### config.mk
export PLATFORM = sky130hd
export DESIGN_NAME = truth_table_sweeper
export DESIGN_NICKNAME = d
export VERILOG_FILES = /design/src/rtl/tt_pkg.sv /design/src/rtl/tt_settle_timer.sv /design/src/rtl/truth_table_sweeper.sv
export SDC_FILE = /design/constraint.sdc
export NUM_CORES = 1
export LEC_CHECK = 0
export BUFFER_PORTS_ARGS = -buffer_cell sky130_fd_sc_hd__buf_2
export CAP_MARGIN = 20
export CORE_MARGIN = 4
export CORE_UTILIZATION = 50
export CTS_CLUSTER_DIAMETER = 200
export DETAILED_ROUTE_END_ITERATION = 10
export PLACE_DENSITY = 0.8
export SYNTH_ARGS = -nofsm -noshare
export SYNTH_HDL_FRONTEND = slang
export SYNTH_SLANG_ARGS = --single-unit
### constraint.sdc
create_clock -name clk -period 2.1 [get_ports clk]
set_clock_uncertainty 0.2 [all_clocks]
set_input_delay 0.315 -clock clk [delete_from_list [all_inputs] [get_ports clk]]
set_output_delay 0.315 -clock clk [all_outputs]
set_load 0.005 [all_outputs]
### src/rtl/tt_pkg.sv
`default_nettype none
// ============================================================================
// Module      : tt_pkg
// Description : Shared state encoding and default sizes for truth_table_sweeper
// Revision    : 1.0 - initial release
// ============================================================================
package tt_pkg;

  typedef enum logic [2:0] {
    ST_IDLE   = 3'd0,
    ST_DRIVE  = 3'd1,
    ST_SETTLE = 3'd2,
    ST_SAMPLE = 3'd3,
    ST_DONE   = 3'd4
  } tt_state_t;

  localparam int TT_N_IN_DEF   = 3;
  localparam int TT_SETTLE_DEF = 1;

endpackage
`default_nettype wire

### src/rtl/tt_settle_timer.sv
`default_nettype none
// ============================================================================
// Module      : tt_settle_timer
// Description : 4-bit loadable down-counter; expire flags the final settle cycle
// Revision    : 1.0 - initial release
// ============================================================================
module tt_settle_timer (
  input  logic       clk,
  input  logic       rst_n,
  input  logic       load,
  input  logic [3:0] load_val,
  input  logic       en,
  output logic       expire
);

  logic [3:0] count;

  always_ff @(posedge clk or negedge rst_n) begin
    if (!rst_n) begin
      count <= 4'd0;
    end else if (load) begin
      count <= load_val;
    end else if (en && (count != 4'd0)) begin
      count <= count - 4'd1;
    end
  end

  assign expire = en && (count == 4'd0);

endmodule
`default_nettype wire

### src/rtl/truth_table_sweeper.sv
`default_nettype none
// ============================================================================
// Module      : truth_table_sweeper
// Description : Sweeps all input vectors of a small cone, captures its truth
//               table and (with TT_CHECK_EN defined) checks it against a
//               reference table.
// Revision    : 1.0 - initial release
// ============================================================================
module truth_table_sweeper
  import tt_pkg::*;
#(
  parameter int N_IN   = TT_N_IN_DEF,
  parameter int SETTLE = TT_SETTLE_DEF
) (
  input  logic                 clk,
  input  logic                 rst_n,
  input  logic                 start,
  output logic [N_IN-1:0]      vec_out,
  input  logic                 fn_in,
  input  logic [2**N_IN-1:0]   expected,
  output logic                 busy,
  output logic                 done,
  output logic [2**N_IN-1:0]   table_out,
  output logic                 match,
  output logic [N_IN:0]        err_cnt
);

  localparam int            W    = 2**N_IN;
  localparam logic [N_IN:0] LAST = (N_IN+1)'(W - 1);

  tt_state_t      state;
  tt_state_t      state_nxt;
  logic [N_IN:0]  index;
  logic [N_IN:0]  index_inc;
  logic [W-1:0]   table_cap;
  logic           timer_load;
  logic           settle_expire;
  logic           accept;
  logic           last_sample;

  assign accept      = (state == ST_IDLE) && start;
  assign last_sample = (state == ST_SAMPLE) && (index == LAST);
  assign index_inc   = index + (N_IN+1)'(1);
  assign busy        = (state != ST_IDLE);
  assign done        = (state == ST_DONE);

  generate
    if (SETTLE > 0) begin : g_timer
      localparam logic [3:0] SETTLE_LD = 4'(SETTLE - 1);
      tt_settle_timer u_timer (
        .clk      (clk),
        .rst_n    (rst_n),
        .load     (timer_load),
        .load_val (SETTLE_LD),
        .en       (state == ST_SETTLE),
        .expire   (settle_expire)
      );
    end else begin : g_bypass
      logic unused_load;
      assign unused_load   = timer_load;
      assign settle_expire = 1'b1;
    end
  endgenerate

  always_ff @(posedge clk or negedge rst_n) begin
    if (!rst_n) begin
      state <= ST_IDLE;
    end else begin
      state <= state_nxt;
    end
  end

  always_comb begin
    state_nxt  = state;
    timer_load = 1'b0;
    case (state)
      ST_IDLE: begin
        if (start) state_nxt = ST_DRIVE;
      end
      ST_DRIVE: begin
        timer_load = 1'b1;
        state_nxt  = (SETTLE == 0) ? ST_SAMPLE : ST_SETTLE;
      end
      ST_SETTLE: begin
        if (settle_expire) state_nxt = ST_SAMPLE;
      end
      ST_SAMPLE: begin
        state_nxt = (index == LAST) ? ST_DONE : ST_DRIVE;
      end
      ST_DONE: begin
        state_nxt = ST_IDLE;
      end
      default: begin
        state_nxt = ST_IDLE;
      end
    endcase
  end

  // Table with the bit currently being sampled folded in, so the compare
  // sees the final bit on the same edge that captures it.
  always_comb begin
    table_cap                    = table_out;
    table_cap[index[N_IN-1:0]]   = fn_in;
  end

  always_ff @(posedge clk or negedge rst_n) begin
    if (!rst_n) begin
      index     <= '0;
      vec_out   <= '0;
      table_out <= '0;
    end else if (accept) begin
      index     <= '0;
      vec_out   <= '0;
      table_out <= '0;
    end else if (state == ST_SAMPLE) begin
      table_out <= table_cap;
      if (index != LAST) begin
        index   <= index_inc;
        vec_out <= index_inc[N_IN-1:0];
      end
    end
  end

`ifdef TT_CHECK_EN
  logic [W-1:0]  diff;
  logic [N_IN:0] err_next;

  assign diff = table_cap ^ expected;

  always_comb begin
    err_next = '0;
    for (int i = 0; i < W; i++) begin
      err_next = err_next + {{N_IN{1'b0}}, diff[i]};
    end
  end

  always_ff @(posedge clk or negedge rst_n) begin
    if (!rst_n) begin
      match   <= 1'b0;
      err_cnt <= '0;
    end else if (accept) begin
      match   <= 1'b0;
      err_cnt <= '0;
    end else if (last_sample) begin
      err_cnt <= err_next;
      match   <= (err_next == '0);
    end
  end
`else
  logic unused_expected;
  logic unused_last;
  assign unused_expected = ^expected;
  assign unused_last     = last_sample;
  assign match           = 1'b0;
  assign err_cnt         = '0;
`endif

endmodule
`default_nettype wire

After elaboration in Yosys (flattened, before gate mapping)
Cells that the tools add are included.
{ "word_totals": {"ff_bits": 22, "out_inout_bits": 18, "word_cells": 48} }
{ "classes": {"add_sub_neg": 2, "n_lt_le_gt_ge": 2, "eq_ne": 8, "mux": 18, "reduce_logical": 13} }
{ "ops": {"columns": ["op", "count"], "rows": [
  ["$mux W4", 5],
  ["$mux W3", 6],
  ["$mux W8", 2],
  ["$pmux W3 S4", 1],
  ["$bwmux W8", 1],
  ["$eq A3 B2 Y1 const B", 2],
  ["$reduce_bool A2 Y1", 3],
  ["$add A4 B1 Y4 const B", 1],
  ["$eq A4 B3 Y1 const B", 1],
  ["$logic_and A1 B1 Y1", 4],
  ["$logic_not A4 Y1", 1],
  ["$lt A3 B4 Y1 const B", 1],
  ["$ne A2 B2 Y1 const B", 2],
  ["$ne A4 B3 Y1 const B", 1],
  ["$reduce_and A2 Y1", 2],
  ["$reduce_bool A4 Y1", 1],
  ["$sub A4 B1 Y4 const B", 1],
  ["$demux W1 S3", 1],
  ["$eq A3 B1 Y1 const B", 1],
  ["$eq A3 B3 Y1 const B", 1],
  ["$ge A3 B1 Y1 const B", 1],
  ["$logic_not A3 Y1", 1],
  ["$reduce_bool A3 Y1", 1],
  ["$mux W1", 2]
]} }

Depth between registers and ports, before layout
{ "depth": {"ltp_word": 7, "mapped_depth": 5, "depth_no_buf": 5} }

Cells and area by module
Synthesis repeated with hierarchy kept, for this count alone.
{ "hier_totals": {"cells_unflattened": 111, "area_unflattened_um2": 1094.8} }
{ "by_module_without_submodules": {"columns": ["mod", "n_inst", "cells_each", "area_each_um2"], "rows": [
  ["truth_table_sweeper", 1, 83, 844.6],
  ["tt_settle_timer", 1, 28, 250.2]
]} }

Least setup slack after synthesis
Ideal clock, no wire load.
{ "synth_path": {"path_type": "register -> register", "start": "register state[2]", "end": "register table_out[7]", "setup_time_ps": 130, "t_arrival_ps": 1382, "t_required_ps": 1770, "setup_slack_ps": 388, "path_stages_with_launch": 5, "synth_period_minus_slack_ps": 1712, "path_cell_list": "dfrtp_1 or4b_2 buf_2 o211ai_1 o31ai_1"} }
{ "synth_between": {"elab_chain_cells": 3, "word_cells_on_any_way": 5, "classes_between": "1 x eq/ne; 1 x mux; 3 x reduce/logical"} }
{ "synth_rtl": {"columns": ["element", "line_no", "text"], "rows": [
  ["start, declared", "truth_table_sweeper.sv:31", "tt_state_t state;"],
  ["start signal, assigned", "truth_table_sweeper.sv:69", "state <= state_nxt;"],
  ["$logic_not A3 Y1", "truth_table_sweeper.sv:41", "assign accept = (state == ST_IDLE) && start;"],
  ["$logic_and A1 B1 Y1", "truth_table_sweeper.sv:41", null],
  ["$mux W8 or $reduce_bool A2 Y1 (tied branches)", null, null],
  ["end signal, assigned", "truth_table_sweeper.sv:116", "table_out <= table_cap;"],
  ["end, declared", "truth_table_sweeper.sv:23", "output logic [2**N_IN-1:0] table_out,"]
]} }
Parallel ways exist; a longest one is shown, timed or not.
A chain may end at the register's enable or synchronous reset.

Final worst setup path
{ "layout_path": {"start": "register state[2]", "end": "output busy"} }
{ "layout_between": {"elab_chain_cells": 1} }
{ "layout_rtl": {"columns": ["element", "line_no", "text"], "rows": [
  ["$reduce_bool A3 Y1", "truth_table_sweeper.sv:44", "assign busy = (state != ST_IDLE);"],
  ["end, declared", "truth_table_sweeper.sv:21", "output logic busy,"]
]} }
Every way passes these cells.

==> metrics.md <==
| Metric | Value |
|---|---|
| Vias in the first global route | 719 |
| Final setup viols | 0 |
| I/O pin cnt | 30 |
| Initial antenna violation count | 0 |
| Outcome | complete, no violations |
| Post-synthesis adder-cell area fraction | 0.03550 |
| Crit share post-route | 0.8883 |
| CP Max Fanout | 11 |
| Async SR Flop Fraction | 1.000 |
| DRC viols | 0 |
| TNS Setup | 0 ns |
| GRT Residual Overflow | 0 |
| Fin area | 0.001161 sq mm |
| Multiplexer share of the synthesized area | 0.07574 |
| Max_cap viols | 0 |
| DR WL/cell | 13.03 um |
| Iteration-0 DRC Markers | 23 |
| Clk_lat worst skew | 0.31 ns |
| Mapped Avg Cell Area | 10.26 sq um |
| Vias | 809 |
| Unique masters post-synth | 32 |
| Hold Vio Cnt, Final | 0 |
| H-tree lvl count | 1 |
| Core area | 0.001982 sq mm |
| Post-synth EDFFs | 0 |
| CP Cell Sequence | buf_4, or3_1, buf_2 |
| RSZ-0062 raised after global routing | false |
| Die area | 0.002914 sq mm |
| # clock sinks | 19 |
| Power Density | 1204 mW/mm^2 |
| Nets@finish | 133 |
| XOR/XNOR Fraction of Synth Area | 0.008284 |
| Antenna cell count | 0 |
| Max Freq | 536.0 MHz |
| Die X | 53.99 um |
| CTS tree | built |
| Pre-CTS setup slack | 0.3102 ns |
| Synth warnings | 0 |
| Initial Util | 0.5335 |
| Most frequent cells in the layout | 19 x dfrtp_1, 16 x buf_2, 9 x nand2_1 |
| Sequential share of the synthesized area | 0.4497 |
| Max incr delay on CP | 0.39 ns |
| Compound-Gate Fraction of Synth Area | 0.1160 |
| Synthesis-to-layout area growth | 9.822% |
| Detailed Place HPWL | 1358 um |
| Crit start category | register |
| TritonCTS Buffers | 3 |
| # hold bufs at CTS | 1 |
| Simple-Gate Fraction of Synth Area | 0.2142 |
| Critical-path top delay cell | dfrtp_1 |
| Most common cell after layout, fill and taps aside | dfrtp_1 |
| Die height | 53.99 um |
| HP Class | primary input to register |
| Setup Fix Bufs, Post-CTS | 0 |
| Cell count after synthesis | 103 |
| Slack of the critical path | 0.2345 ns |
| Drt first pass iters | 4 |
| Setup CP Type | register to primary output |
| Clock transition at path regs | 0.13 ns |
| CTS resizes | 0 |
| Global-route usage over all layers | 0.1574 |
| Placed Area | 0.001121 sq mm |
| Max clock buf depth | 2 |
| Largest net degree at the start of global routing | 20 |
| Mean number of vias per cell | 5.618 |
| Largest family of logic cells by synthesized area | simple AND/OR/NAND/NOR gates |
| GP Congestion | 0.7514 |
| ANT nets after route | 0 |
| Max VDD drop | 0.7598 mV |
| Top FF cell, synth | dfrtp_1 |
| Crit end category | primary output |
| Std cell rows | 16 |
| DRT Wirelength | 1877 um |
| CTS Root Buffer Type | clkbuf_4 |
| Arrival @ worst endpoint | 1.35 ns |
| First-pass GRT wire length | 3270 um |
| Pleak | 0.5607 nW |
| Slew Viols, Final | 0 |
| Utilization after layout | 0.5859 |
| CP required | 1.58 ns |
| Seq cells post-synth | 19 |
| Cell Area, Synth | 0.001057 sq mm |
| Ratio of cells with drive above 1 in the final layout | 0.2222 |
| IO buf count | 16 |
| Min cycle time layout | 1.866 ns |
-- metrics by stage --
stage / instances / hold WS [ns] / total power, mW
floorplan: 107 / -0.1806 / 1.049
global placement: 139 / 0.07146 / 1.186
detailed placement: 139 / 0.07788 / 1.210
CTS: 144 / 0.1355 / 1.408
global route: 144 / 0.1682 / 1.524
finish: 144 / 0.1391 / 1.398
-- cell type report --
class / count / area (sq um)
sequential: 19 / 475.5
multi-input combinational: 70 / 494.2
clock buffer: 3 / 22.52
fill: 175 / 820.8
tap: 27 / 33.78
inverter: 4 / 15.01
timing repair buffer: 20 / 112.6
clock inverter: 1 / 7.507
-- layer usage --
layer  global-route usage  wire (um)  vias to the layer above  share of wire
met4              0.09959         34                        0          0.018
met3              0.03047        124                        4          0.066
met1               0.2045        882                      394           0.47
li1                     -          -                      388              -
met2               0.2379        836                       23           0.45
met5                    0          0                        -              0
-- cell usage after synthesis, types with 2 or more instances --
cell type	instances	share of area
inv_1	4	0.014
nand4b_1	2	0.017
buf_4	8	0.057
or3_1	2	0.012
nor3_1	3	0.014
mux2i_1	8	0.076
clkbuf_1	2	0.0071
or4_1	3	0.021
nor3b_1	2	0.014
dfrtp_1	19	0.45
buf_2	4	0.019
nand3_1	2	0.0095
o211ai_1	6	0.043
ha_1	3	0.036
nor2_1	2	0.0071
nand2b_1	3	0.018
nand2_1	9	0.032
o21ai_0	2	0.0095
o31ai_1	6	0.043
-- sequential cells by signal (all words and copies together) (netlist names) --
signal,count
table_out,8
vec_out,2
g_timer.u_timer.count,4
state,3
index,2
-- final timing paths --
| kind | startpoint | to | slack (ns) | cells past startpoint |
|---|---|---|---|---|
| worst max register to register | state[2] | table_out[4] | 0.31 | 3 |
| max in group asynchronous | rst_n | g_timer.u_timer.count[1] | 1.13 | 2 |
| worst min register to register | index[3] | state[2] | 0.31 | 1 |
| worst max-delay path | state[2] | busy | 0.23 | 3 |
| min in group asynchronous | rst_n | state[2] | 0.25 | 2 |
| worst min-delay path | start | state[0] | 0.14 | 3 |
-- critical path, delay by kind of cell (launching register included) --
family                 cells  cell delay [ns]
flip-flops                 1             0.39
AND/OR/NAND/NOR            1             0.36
buffers and inverters      2             0.29
-- power breakdown --
| group | switching, mW | internal (mW) |
|---|---|---|
| logic | 0.329 | 0.280 |
| clock network | 0.126 | 0.0726 |
| registers | 0.103 | 0.487 |
| total | 0.558 | 0.840 |
-- cell families (layout without fill, tap and decap cells) --
logic type                 count (synthesis)  count (layout)
and+or+nand+nor                           36              36
DFF                                       19              19
buffers and inverters                     18              28
AOI/OAI and AO/OA                         17              17
muxes                                      8               8
adders and majority gates                  3               3
other                                      1               5
xor gates and xnor gates                   1               1
Note: power is estimated with default switching activity, not from simulation.
